<file path="src/rtl/param_bcd_counter.sv">
// Parameterised up/down BCD counter with load, wrap or saturate at the bounds,
// a registered terminal-count pulse and a combinational seven-segment decode.
module param_bcd_counter #(
  parameter int unsigned DIGITS         = 3,
  parameter int unsigned WRAP           = 1,
  parameter int unsigned SEG_ACTIVE_LOW = 0
) (
  input  logic                  clk,
  input  logic                  reset,
  input  logic                  enable,
  input  logic                  load,
  input  logic [4*DIGITS-1:0]   load_val,
  input  logic                  up_dn,
  output logic [4*DIGITS-1:0]   count,
  output logic [7*DIGITS-1:0]   ssg,
  output logic                  tc
);

  localparam int unsigned CW  = 4 * DIGITS;
  localparam int unsigned SW  = 7 * DIGITS;
  localparam logic        INV = (SEG_ACTIVE_LOW != 0);
  localparam logic        SAT = (WRAP == 0);

  logic [CW-1:0] count_q, count_d;
  logic          tc_q, tc_d;
  logic [CW-1:0] step_val, load_clamped;
  logic [3:0]    digit, ld_digit;
  logic          at_max, at_zero, at_bound, carry;
  logic [SW-1:0] ssg_raw;

  function automatic logic [6:0] seg7(input logic [3:0] d);
    case (d)
      4'd0:    seg7 = 7'b0111111;
      4'd1:    seg7 = 7'b0000110;
      4'd2:    seg7 = 7'b1011011;
      4'd3:    seg7 = 7'b1001111;
      4'd4:    seg7 = 7'b1100110;
      4'd5:    seg7 = 7'b1101101;
      4'd6:    seg7 = 7'b1111101;
      4'd7:    seg7 = 7'b0000111;
      4'd8:    seg7 = 7'b1111111;
      4'd9:    seg7 = 7'b1101111;
      default: seg7 = 7'b0000000;
    endcase
  endfunction

  // Per-digit ripple: carry (up) or borrow (down) passes through digits at the limit.
  always_comb begin
    load_clamped = '0;
    step_val     = '0;
    digit        = '0;
    ld_digit     = '0;
    at_max       = 1'b1;
    at_zero      = 1'b1;
    carry        = 1'b1;
    for (int i = 0; i < DIGITS; i++) begin
      digit    = count_q[4*i +: 4];
      ld_digit = load_val[4*i +: 4];
      load_clamped[4*i +: 4] = (ld_digit > 4'd9) ? 4'd9 : ld_digit;
      at_max  = at_max  & (digit == 4'd9);
      at_zero = at_zero & (digit == 4'd0);
      if (!carry) begin
        step_val[4*i +: 4] = digit;
      end else if (up_dn) begin
        if (digit == 4'd9) begin
          step_val[4*i +: 4] = 4'd0;
        end else begin
          step_val[4*i +: 4] = digit + 4'd1;
          carry = 1'b0;
        end
      end else begin
        if (digit == 4'd0) begin
          step_val[4*i +: 4] = 4'd9;
        end else begin
          step_val[4*i +: 4] = digit - 4'd1;
          carry = 1'b0;
        end
      end
    end
    at_bound = up_dn ? at_max : at_zero;
  end

  // Next state: load beats enable; a full ripple at a bound is the wrap value.
  always_comb begin
    count_d = count_q;
    tc_d    = 1'b0;
    if (load) begin
      count_d = load_clamped;
    end else if (enable) begin
      tc_d = at_bound;
      if (!(at_bound && SAT)) begin
        count_d = step_val;
      end
    end
  end

  always_ff @(posedge clk or negedge reset) begin
    if (!reset) begin
      count_q <= '0;
      tc_q    <= 1'b0;
    end else begin
      count_q <= count_d;
      tc_q    <= tc_d;
    end
  end

  always_comb begin
    ssg_raw = '0;
    for (int i = 0; i < DIGITS; i++) begin
      ssg_raw[7*i +: 7] = seg7(count_q[4*i +: 4]);
    end
  end

  assign ssg   = ssg_raw ^ {SW{INV}};
  assign count = count_q;
  assign tc    = tc_q;

endmodule

</file>
<file path="config.mk">
export PLATFORM = sky130hd
export DESIGN_NAME = param_bcd_counter
export DESIGN_NICKNAME = d
export VERILOG_FILES = /design/src/rtl/param_bcd_counter.sv
export SDC_FILE = /design/constraint.sdc
export NUM_CORES = 1
export LEC_CHECK = 0
export ABC_CLOCK_PERIOD_IN_PS = 2800
export BUFFER_PORTS_ARGS = -buffer_cell sky130_fd_sc_hd__buf_2
export CORE_AREA = 3 3 48 93
export DETAILED_ROUTE_END_ITERATION = 10
export DIE_AREA = 0 0 51 96
export PLACE_DENSITY = 0.71
export RECOVER_POWER = 100
export SLEW_MARGIN = 20
export SYNTH_ARGS = -nofsm -noshare
export SYNTH_HDL_FRONTEND = slang
export SYNTH_SLANG_ARGS = --single-unit
export TNS_END_PERCENT = 5
</file>
<file path="constraint.sdc">
create_clock -name clk -period 2.8 [get_ports clk]
set_input_delay 0.14 -clock clk [delete_from_list [all_inputs] [get_ports clk]]
set_output_delay 0.14 -clock clk [all_outputs]
set_load 0.005 [all_outputs]
</file>
==> Flow_metrics.wiki, run 1 <==
{| class="wikitable"
! Metric !! Value
|-
| Hold Fails Final Rpt || 0
|-
| Area leader, netlist || sky130_fd_sc_hd__dfrtp_1
|-
| RSZ-0062 raised after global routing || false
|-
| Placement Rows || 32
|-
| Number of cells upsized or downsized after cts || 0
|-
| CP peak stage delay || 0.58 ns
|-
| Final TNS setup || 0 ns
|-
| Crit path kind || reg2reg
|-
| Detailed-route via count || 1851
|-
| Area Overhead vs Synth || 12.0%
|-
| Max-cap violations || 0
|-
| Total count of max-transition violations in the final report || 0
|-
| # IOs || 51
|-
| Count of final setup violators || 0
|-
| Share of async-settable or async-resettable flops after synthesis || 100%
|-
| DRC Markers || 0
|-
| Tmin final || 2.21 ns
|-
| Most frequent cell after synthesis || sky130_fd_sc_hd__o21ai_0
|-
| Number of hold-repair buffers added at the cts stage || 1
|-
| Final cell utilization of the core || between 50 and 60%
|-
| Status || complete, no violations
|-
| Leakage power of the design || 0.930 nW
|-
| Slew of the pin with the lowest slew margin || 0.767 ns
|-
| Dominant cells by area after synthesis || sky130_fd_sc_hd__dfrtp_1, sky130_fd_sc_hd__ha_1, sky130_fd_sc_hd__o21ai_0
|-
| Synthesis Warnings || 0
|-
| Post-CTS setup buffer count || 0
|-
| Skew-Pair Late Insertion Delay || 0.24 ns
|-
| Number of buffers added by the clock tree synthesis step || 3
|-
| Number of different library cells in the post-synthesis netlist || 52
|-
| Final Instance Area || 0.00210 sq mm
|-
| Total power after layout || 1.03 mW
|-
| Final WS setup || 0.593 ns
|-
| Cell with the largest stage delay on the worst path || sky130_fd_sc_hd__dfrtp_1
|-
| WL per Instance || roughly 15 um
|-
| Final clock period utilization by the worst path || between 70% and 80%
|-
| Detailed Place HPWL || 3.86 mm
|-
| Inst Count DP || 330
|-
| Number of global-route vias before repair || about 1800
|-
| Worst slack at placement || 0.717 ns
|-
| Element type at the critical path end || register
|-
| Top cells by count, synth || sky130_fd_sc_hd__o21ai_0, sky130_fd_sc_hd__nor2_1, sky130_fd_sc_hd__ha_1, sky130_fd_sc_hd__inv_1, sky130_fd_sc_hd__nand2_1
|-
| Post-synthesis sequential area ratio || around 17%
|-
| Clock root buffer || sky130_fd_sc_hd__clkbuf_8
|-
| Global route overflow || 0
|-
| Setup skew after layout || 0.00410 ns
|-
| Fill count || 425
|-
| Overall routing resource usage || 21.1%
|-
| Element type at the critical path start || register
|-
| Series of cell instances along the critical path || inv_1 > ha_1 > and4b_1 > a31o_2 > a21oi_1 > mux2i_1
|-
| Count of antenna diodes in the layout || 0
|-
| Pin count of the biggest net entering global routing || 29
|-
| Final weighted congestion in routability-driven placement || 0.897
|-
| Number of cells on the worst reg-to-reg path || 6
|-
| Final non-filler cell total || approximately 340
|-
| Worst-case register-to-register setup slack || between 0.5 and 0.6 ns
|-
| Wire length of the first global-routing pass || 8.14 mm
|-
| Antenna violations before repair || 0
|-
| Average footprint of a synthesized cell || 7.65 sq um
|-
| Initial core utilization || 48.2%
|-
| Area of the core || 0.00388 sq mm
|-
| 1st-pass router iterations || 6
|-
| Die X || about 50 um
|-
| Net count of the finished layout || 325
|-
| Capture point of the worst reg-to-reg path || count[9]
|-
| H-tree Lvls || 1
|-
| Antenna viol nets, final || 0
|-
| Synth Instances || 245
|-
| Area of the mapped netlist || 0.00187 sq mm
|-
| Initial detailed-routing violation count || 32
|-
| Hold-critical path depth || 3
|-
| Achievable clock frequency || 453 MHz
|-
| Worst supply voltage drop on vdd || 0.000311 V
|-
| Top-area cell type share of the netlist area || 17.4%
|-
| Post-placement cell area || around 0.0021 sq mm
|-
| Area of the multi-input gates || 0.00136 sq mm
|-
| Net count of the mapped netlist || 285
|-
| Ys flop type || sky130_fd_sc_hd__dfrtp_1
|-
| P per Cell Area || 491 mW/mm^2
|-
| Critical register-to-register path startpoint || count[5]
|-
| Worst-path maximum fanout || 12
|-
| Count of clock tree sinks || 13
|-
| Clock tree from TritonCTS || yes
|-
| Total of flip-flops plus latches after synthesis || 13
|-
| Class of the tightest hold or removal check || in2reg
|-
| Clock transition at the registers of the reported paths || around 0.06 ns
|-
| Endpoint required time on the critical path || a little under 3 ns
|-
| Number of buffers and inverters on the critical path || 1
|-
| Detail-routed via count per cell || ~5.5
|-
| IO Port Bufs || 50
|-
| Footprint of the flip-flops and latches || approximately 330 sq um
|-
| Worst Hold Path EP || count[2]
|-
| Routed wire length || approximately 5.0 mm
|-
| Share of cells above drive strength 1 || 12.3%
|-
| Worst Hold Slack || ~0.12 ns
|-
| Kind of cell adding the most delay to the critical path || compound AO/OA/AOI/OAI gates
|-
| Number of enable-type register cells in the synthesized netlist || 0
|-
| Bufs on Longest Clock Path || 2
|-
| Height of the die || ~96 um
|-
| Area enclosed by the die boundary || 0.00490 sq mm
|-
| Slew margin rel. || 48.9%
|-
| Data arrival, critical path || 2.37 ns
|-
| Launch point of the worst hold path || load_val[2]
|}
[cell families after synthesis]
kind of cell | count (synthesis) | share of synthesized area [%]
xor gates and xnor gates | 3 | 1.40
DFF | 13 | 17.4
adders and majority gates | 23 | 15.4
AOI/OAI and AO/OA | 89 | 31.7
buffers and inverters | 35 | 8.62
and+or+nand+nor | 76 | 22.2
muxes | 6 | 3.34
[report_power, final]
part	leakage (nW)	total (mW)	internal [mW]	switching, mW
registers	0.158	0.307	0.214	0.0928
logic	0.750	0.551	0.245	0.305
clock network	0.0228	0.173	0.101	0.0722
[metal layers]
layer / GRT usage [%] / up-vias / wire length (um)
li1: - / 954 / -
met1: 23.0 / 856 / 1970
met2: 40.6 / 35 / 2760
met3: 1.09 / 6 / 105
met4: 8.76 / 0 / 125
met5: 0 / - / 0
[registers in the layout (all words and copies together) (netlist names)]
signal	flops
count	12
tc	1
[cell usage in the layout (no fill, tap or decap), types with 3 or more instances in the layout]
cell                       instances
sky130_fd_sc_hd__a211oi_1          3
sky130_fd_sc_hd__a21o_1            5
sky130_fd_sc_hd__a21oi_1          15
sky130_fd_sc_hd__a31oi_1           3
sky130_fd_sc_hd__and2_1            3
sky130_fd_sc_hd__buf_2            22
sky130_fd_sc_hd__clkbuf_1         27
sky130_fd_sc_hd__clkbuf_2          3
sky130_fd_sc_hd__clkbuf_8          3
sky130_fd_sc_hd__dfrtp_1          13
sky130_fd_sc_hd__ha_1             23
sky130_fd_sc_hd__inv_1            18
sky130_fd_sc_hd__mux2i_1           4
sky130_fd_sc_hd__nand2_1          15
sky130_fd_sc_hd__nand2b_1          8
sky130_fd_sc_hd__nor2_1           25
sky130_fd_sc_hd__nor2b_1           8
sky130_fd_sc_hd__o21ai_0          28
sky130_fd_sc_hd__o22ai_1           4
sky130_fd_sc_hd__o31ai_1           8
sky130_fd_sc_hd__xnor2_1           3
[worst min-delay path: cells and delay by family]
kind                   cells  cell delay, ns
and+or+nand+nor            1            0.04
AOI/OAI and AO/OA          1            0.06
buffers and inverters      1            0.09
[worst max path at each step]
stage,from,endpoint,slack (ns),cells after the start
after CTS,count[0],count[7],0.70,6
after global routing,count[5],count[10],0.43,6
final,count[5],count[9],0.59,6
after detailed placement,count[0],count[7],0.72,6
after global placement,count[0],count[7],0.80,6
after floorplan,count[5],count[11],0.82,7
[final cells by class]
cell class                 count  share of cell area (%)
multi-input combinational    197                    65.0
sequential                    13                    15.5
timing repair buffer          52                    11.1
inverter                      18                    3.22
tap                           51                    3.04
clock buffer                   4                    2.15
No activity file was read; power rests on OpenSTA's default activity.
==> run 2, diff against run 1 <==
--- a/config.mk
+++ b/config.mk
@@ -5,7 +5,7 @@
 export SDC_FILE = /design/constraint.sdc
 export NUM_CORES = 1
 export LEC_CHECK = 0
-export ABC_CLOCK_PERIOD_IN_PS = 2800
+export ABC_CLOCK_PERIOD_IN_PS = 2300
 export BUFFER_PORTS_ARGS = -buffer_cell sky130_fd_sc_hd__buf_2
 export CORE_AREA = 3 3 48 93
 export DETAILED_ROUTE_END_ITERATION = 10
==> constraint.sdc (replaced) <==
create_clock -name clk -period 2.3 [get_ports clk]
set_input_delay 0.115 -clock clk [delete_from_list [all_inputs] [get_ports clk]]
set_output_delay 0.115 -clock clk [all_outputs]
set_load 0.005 [all_outputs]
==> run 2 against run 1 <==
Compared with the run above:
- total power grew 26%
- cell count grew 2.4%
- setup slack lost 0.34 ns
- maximum frequency grew 7.7%
- first-iteration DRC count grew 34%
- count of clock-buffer cells in the layout is the same
- critical endpoint is now count[11]
- largest cell class unchanged
- largest power group unchanged
- highest routed layer unchanged
==> Flow_metrics.wiki, run 2 (synthesized netlist as in run 1, its figures left out) <==
{| class="wikitable"
! Metric !! Value
|-
| Status || complete, no violations
|-
| Leakage power of the design || 0.956 nW (+2.8%)
|-
| Area of the core || 0.00388 sq mm (unchanged)
|-
| Number of buffers added by the clock tree synthesis step || 3 (unchanged)
|-
| Number of buffers and inverters on the critical path || 1 (unchanged)
|-
| Clock tree from TritonCTS || yes
|-
| Setup skew after layout || 0.00167 ns (-0.00243 ns)
|-
| Number of cells on the worst reg-to-reg path || 6 (unchanged)
|-
| Worst-path maximum fanout || 10 (-2)
|-
| Global route overflow || 0 (unchanged)
|-
| Placement Rows || 32 (unchanged)
|-
| Highest-count cells in the layout ignoring fill and taps || sky130_fd_sc_hd__clkbuf_1, sky130_fd_sc_hd__o21ai_0, sky130_fd_sc_hd__nor2_1, sky130_fd_sc_hd__buf_2, sky130_fd_sc_hd__ha_1
|-
| Worst-case register-to-register setup slack || 0.25 ns (-0.34 ns)
|-
| Height of the die || 96 um (unchanged)
|-
| Data arrival, critical path || 2.18 ns (-0.19 ns)
|-
| Kind of cell adding the most delay to the critical path || compound AO/OA/AOI/OAI gates
|-
| Most common cell after layout, fill and taps aside || sky130_fd_sc_hd__clkbuf_1
|-
| Number of hold-repair buffers added at the cts stage || 1 (unchanged)
|-
| Max-cap violations || 0 (unchanged)
|-
| Total count of max-transition violations in the final report || 0 (unchanged)
|-
| Fill count || 438 (+3.1%)
|-
| Capture point of the worst reg-to-reg path || count[11]
|-
| 1st-pass router iterations || 4 (-2)
|-
| WL per Instance || 15.1 um (+2.2%)
|-
| Critical register-to-register path startpoint || count[0]
|-
| Slew margin rel. || 47.0% (-1.9 points)
|-
| Overall routing resource usage || 22.0% (+0.91 points)
|-
| Routed wire length || 5.19 mm (+4.6%)
|-
| Number of cells upsized or downsized after cts || 0 (unchanged)
|-
| Die X || 51 um (unchanged)
|-
| IO Port Bufs || 50 (unchanged)
|-
| RSZ-0062 raised after global routing || false
|-
| Hold Fails Final Rpt || 0 (unchanged)
|-
| Area enclosed by the die boundary || 0.00490 sq mm (unchanged)
|-
| Detailed-route via count || 1979 (+6.9%)
|-
| Initial core utilization || 48.2% (unchanged)
|-
| Initial detailed-routing violation count || 43 (+34%)
|-
| Class of the tightest hold or removal check || in2reg
|-
| Pin count of the biggest net entering global routing || 29 (unchanged)
|-
| Tmin final || 2.05 ns (-0.158 ns)
|-
| Element type at the critical path end || register
|-
| Origin of the worst setup path || count[0]
|-
| Element type at the critical path start || register
|-
| Flip-flop count of the largest register after layout || 12 (unchanged)
|-
| Endpoint required time on the critical path || 2.43 ns (-0.53 ns)
|-
| Worst setup path endpoint || count[11]
|-
| Achievable clock frequency || 488 MHz (+7.7%)
|-
| DRC Markers || 0 (unchanged)
|-
| Final weighted congestion in routability-driven placement || 0.914 (+2.0%)
|-
| Final non-filler cell total || 343 (+2.4%)
|-
| Share of cells above drive strength 1 || 14.4% (+2.1 points)
|-
| Detail-routed via count per cell || 5.77 (+4.4%)
|-
| H-tree Lvls || 1 (unchanged)
|-
| Number of gates on the worst path with buffers counted || 6 (unchanged)
|-
| Net count of the finished layout || 333 (+2.5%)
|-
| # IOs || 51 (unchanged)
|-
| Number of global-route vias before repair || 1859 (+4.7%)
|-
| P per Cell Area || 602 mW/mm^2 (+23%)
|-
| Count of antenna diodes in the layout || 0 (unchanged)
|-
| Count of clock tree sinks || 13 (unchanged)
|-
| Clock root buffer || sky130_fd_sc_hd__clkbuf_8
|-
| Cell with the largest stage delay on the worst path || sky130_fd_sc_hd__dfrtp_1
|-
| Final clock period utilization by the worst path || 89.1% (+10 points)
|-
| Antenna viol nets, final || 0 (unchanged)
|-
| Detailed Place HPWL || 4.05 mm (+5.0%)
|-
| Crit path kind || reg2reg
|-
| Bufs on Longest Clock Path || 2 (unchanged)
|-
| Worst supply voltage drop on vdd || 0.000510 V (+64%)
|-
| Clock transition at the registers of the reported paths || 0.06 ns (about the same)
|-
| Slew of the pin with the lowest slew margin || 0.794 ns (+0.0279 ns)
|-
| Antenna violations before repair || 0 (unchanged)
|-
| Inst Count DP || 338 (+2.4%)
|-
| Skew-Pair Late Insertion Delay || 0.24 ns (about the same)
|-
| Count of final setup violators || 0 (unchanged)
|-
| Final TNS setup || 0 ns (unchanged)
|-
| Post-CTS setup buffer count || 0 (unchanged)
|-
| Area Overhead vs Synth || 14.9%
|-
| Series of cell instances along the critical path || inv_1 > ha_1 > or3b_4 > a21oi_4 > a21oi_2 > o31a_1
|-
| Wire length of the first global-routing pass || 8.43 mm (+3.5%)
|-
| CP peak stage delay || 0.49 ns (-0.09 ns)
|}
## run 2: per-layer routing
| layer | GRT usage (%) | part of all wire, % | vias up |
|---|---|---|---|
| li1 | - | - | 967 |
| met1 | 23.2 | 36 | 920 |
| met2 | 41.3 | 56 | 70 |
| met3 | 1.71 | 3.5 | 22 |
| met4 | 12.4 | 4.4 | 0 |
| met5 | 0 | 0 | - |
## run 2: worst min-delay path by stage
stage	from	to	slack [ns]	depth (start not counted)
floorplan	reset	count[0]	-0.18	0
global placement	reset	count[2]	0.03	1
detailed placement	reset	count[2]	0.03	1
CTS	load_val[2]	count[2]	0.11	3
global route	load_val[2]	count[2]	0.13	3
finish	load_val[2]	count[2]	0.10	3
## run 2: final cells by class
class | instances | area [sq um] | share of cell area (%)
clock buffers | 4 | 45.0 | 2.09
inverters | 18 | 67.6 | 3.14
multi-input cells | 197 | 1380 | 63.9
flip-flops and latches | 13 | 325 | 15.1
well taps | 51 | 63.8 | 2.97
repair buffers | 60 | 275 | 12.8
## run 2: worst reg2reg max path, stage by stage, from the launching register on
cell	delay [ns]
sky130_fd_sc_hd__dfrtp_1	0.49
sky130_fd_sc_hd__inv_1	0.18
sky130_fd_sc_hd__ha_1	0.21
sky130_fd_sc_hd__or3b_4	0.41
sky130_fd_sc_hd__a21oi_4	0.21
sky130_fd_sc_hd__a21oi_2	0.13
sky130_fd_sc_hd__o31a_1	0.32
## run 2: per-stage QoR
step / util (%) / setup slack, ns / hold WS [ns] / power [mW] / instance area, sq um
finish: 55.4 / 0.251 / 0.102 / 1.30 / 2150
global route: 55.4 / 0.0797 / 0.132 / 1.42 / 2150
CTS: 57.1 / 0.261 / 0.108 / 1.35 / 2220
detailed placement: 55.6 / 0.273 / 0.0322 / 1.13 / 2160
global placement: 55.6 / 0.336 / 0.0334 / 1.12 / 2160
floorplan: - / 0.321 / -0.181 / 0.839 / 1870
## run 2: report_power, final
part,total [mW],switching [mW],internal [mW]
Combinational,0.775,0.457,0.318
Clock,0.212,0.0893,0.122
Sequential,0.309,0.0477,0.262
Total,1.30,0.594,0.702
==> run 3, diff against run 2 <==
--- a/config.mk
+++ b/config.mk
@@ -7,10 +7,12 @@
 export LEC_CHECK = 0
 export ABC_CLOCK_PERIOD_IN_PS = 2300
 export BUFFER_PORTS_ARGS = -buffer_cell sky130_fd_sc_hd__buf_2
-export CORE_AREA = 3 3 48 93
+export CELL_PAD_IN_SITES_DETAIL_PLACEMENT = 1
+export CELL_PAD_IN_SITES_GLOBAL_PLACEMENT = 2
+export CORE_AREA = 3 3 60 118
 export DETAILED_ROUTE_END_ITERATION = 10
-export DIE_AREA = 0 0 51 96
-export PLACE_DENSITY = 0.71
+export DIE_AREA = 0 0 63 121
+export PLACE_DENSITY = 0.77
 export RECOVER_POWER = 100
 export SLEW_MARGIN = 20
 export SYNTH_ARGS = -nofsm -noshare
==> run 3 against run 2 <==
Compared with the run above:
- sequential cell count is the same
- first-iteration DRC count grew 63%
- total power grew 11%
- clock power grew 56%
- core utilization shrank 20 points
- via count is essentially flat
- maximum frequency grew 4.0%
- sequential share of layout area shrank 0.67 points
- highest routed layer unchanged
- setup slack gained 0.079 ns
- critical path depth is the same
- largest power group unchanged
- count of clock-buffer cells in the layout is the same
==> Flow_metrics.wiki, run 3 (synthesized netlist as in run 1, its figures left out) <==
{| class="wikitable"
! Metric !! Value
|-
| Status || complete, no violations
|-
| Detailed-route via count || 1980 (+0.051%)
|-
| Inst Count DP || 375 (+11%)
|-
| IO Port Bufs || 50 (unchanged)
|-
| Global route overflow || 0 (unchanged)
|-
| Overall routing resource usage || 16.1% (-5.9 points)
|-
| Worst supply voltage drop on vdd || 0.000277 V (-46%)
|-
| Number of buffers and inverters on the critical path || 1 (unchanged)
|-
| Endpoint required time on the critical path || 2.46 ns (+0.03 ns)
|-
| Cell with the largest stage delay on the worst path || sky130_fd_sc_hd__or4b_1
|-
| Element type at the critical path end || register
|-
| Element type at the critical path start || register
|-
| Worst Hold Slack || 0.103 ns (+0.00154 ns)
|-
| Final cell utilization of the core || 35.7% (-20 points)
|-
| Height of the die || 121 um (+26%)
|-
| Pin count of the biggest net entering global routing || 29 (unchanged)
|-
| CP peak stage delay || 0.49 ns (about the same)
|-
| Placement Rows || 41 (+28%)
|-
| Detailed Place HPWL || 4.89 mm (+21%)
|-
| Share of cells above drive strength 1 || 16.0% (+1.6 points)
|-
| Net count of the finished layout || 335 (+0.60%)
|-
| Area enclosed by the die boundary || 0.00762 sq mm (+56%)
|-
| Wire length of the first global-routing pass || 9.77 mm (+16%)
|-
| Clock tree from TritonCTS || yes
|-
| Class of the tightest hold or removal check || in2reg
|-
| Count of clock tree sinks || 13 (unchanged)
|-
| Skew-Pair Late Insertion Delay || 0.24 ns (about the same)
|-
| Series of cell instances along the critical path || inv_1 > ha_1 > or4b_1 > nor4b_1 > a41oi_1 > nor3b_2
|-
| Final weighted congestion in routability-driven placement || 0.871 (-4.8%)
|-
| DRC Markers || 0 (unchanged)
|-
| Final clock period utilization by the worst path || 85.7% (-3.4 points)
|-
| Antenna violations before repair || 0 (unchanged)
|-
| Number of global-route vias before repair || 2000 (+7.6%)
|-
| Routed wire length || 6.02 mm (+16%)
|-
| Flip-flop count of the largest register after layout || 12 (unchanged)
|-
| Final TNS setup || 0 ns (unchanged)
|-
| Initial core utilization || 29.7% (-19 points)
|-
| RSZ-0062 raised after global routing || false
|-
| Clock root buffer || sky130_fd_sc_hd__clkbuf_16
|-
| Post-CTS setup buffer count || 0 (unchanged)
|-
| Clock transition at the registers of the reported paths || 0.05 ns (about the same)
|-
| Most common cell after layout, fill and taps aside || sky130_fd_sc_hd__o21ai_0
|-
| # IOs || 51 (unchanged)
|-
| Area Overhead vs Synth || 20.2%
|-
| Bufs on Longest Clock Path || 2 (unchanged)
|-
| Number of hold-repair buffers added at the cts stage || 1 (unchanged)
|-
| Slew margin rel. || 49.6% (+2.6 points)
|-
| Data arrival, critical path || 2.13 ns (-0.05 ns)
|-
| Number of cells upsized or downsized after cts || 0 (unchanged)
|-
| Count of antenna diodes in the layout || 0 (unchanged)
|-
| Total count of max-transition violations in the final report || 0 (unchanged)
|-
| Crit path kind || reg2reg
|-
| Hold Fails Final Rpt || 0 (unchanged)
|-
| 1st-pass router iterations || 4 (unchanged)
|-
| P per Cell Area || 641 mW/mm^2 (+6.4%)
|-
| Achievable clock frequency || 508 MHz (+4.0%)
|-
| Max-cap violations || 0 (unchanged)
|-
| Leakage power of the design || 0.998 nW (+4.4%)
|-
| Post-placement cell area || 0.00222 sq mm (+2.7%)
|-
| H-tree Lvls || 1 (unchanged)
|-
| WL per Instance || 15.9 um (+4.8%)
|-
| Worst-path maximum fanout || 11 (+1)
|-
| Kind of cell adding the most delay to the critical path || simple AND/OR/NAND/NOR gates
|-
| Final Instance Area || 0.00225 sq mm (+4.7%)
|-
| Area of the core || 0.00631 sq mm (+62%)
|-
| Antenna viol nets, final || 0 (unchanged)
|-
| Tmin final || 1.97 ns (-0.0792 ns)
|-
| Die X || 63 um (+24%)
|-
| Detail-routed via count per cell || 5.21 (-9.7%)
|-
| Initial detailed-routing violation count || 70 (+63%)
|-
| Final non-filler cell total || 380 (+11%)
|-
| Setup skew after layout || 0.00132 ns (-0.000351 ns)
|-
| Slew of the pin with the lowest slew margin || 0.756 ns (-0.0385 ns)
|-
| Count of final setup violators || 0 (unchanged)
|-
| Highest-count cells in the layout ignoring fill and taps || sky130_fd_sc_hd__o21ai_0, sky130_fd_sc_hd__buf_2, sky130_fd_sc_hd__nor2_1, sky130_fd_sc_hd__clkbuf_1, sky130_fd_sc_hd__ha_1
|-
| Number of buffers added by the clock tree synthesis step || 3 (unchanged)
|}
==> run 3: cell type report <==
cell class              instances  area [sq um]
fillers                       819          4060
multi-input cells             197          1370
flip-flops and latches         13           325
repair buffers                 62           299
well taps                      86           108
clock buffers                   4          78.8
inverters                      18          67.6
==> run 3: final timing paths <==
kind | start | cells after the start | slack (ns) | end
min in group asynchronous | reset | 2 | 0.46 | count[5]
max in group asynchronous | reset | 2 | 1.37 | count[2]
min | load_val[2] | 3 | 0.10 | count[2]
min reg2reg | count[0] | 2 | 0.65 | count[0]
max reg2reg | count[4] | 6 | 0.33 | tc
max | count[4] | 6 | 0.33 | tc
==> run 3: routing by layer <==
layer	track usage, %	wire length, um	part of all wire [%]	up-vias
met5	0	0	0	-
met4	6.92	114	1.9	0
met3	1.67	152	2.5	11
met2	31.1	3440	57	42
met1	17.0	2320	38	956
li1	-	-	-	971
==> run 3: worst register-to-register path, stage by stage (launching register included) <==
cell and delay (ns):
sky130_fd_sc_hd__dfrtp_1 0.48, sky130_fd_sc_hd__inv_1 0.15, sky130_fd_sc_hd__ha_1 0.21, sky130_fd_sc_hd__or4b_1 0.49, sky130_fd_sc_hd__nor4b_1 0.27, sky130_fd_sc_hd__a41oi_1 0.11
sky130_fd_sc_hd__nor3b_2 0.18
==> run 3: per-stage QoR <==
step | setup WS [ns] | power [mW]
final | 0.330 | 1.44
after global routing | 0.157 | 1.58
after CTS | 0.379 | 1.50
after detailed placement | 0.400 | 1.16
after global placement | 0.453 | 1.16
after floorplan | 0.321 | 0.839
==> run 3: power by group <==
| part | switching [mW] | leakage, nW | internal [mW] |
|---|---|---|---|
| registers | 0.0589 | 0.158 | 0.262 |
| logic | 0.464 | 0.802 | 0.329 |
| clock network | 0.0964 | 0.0382 | 0.234 |
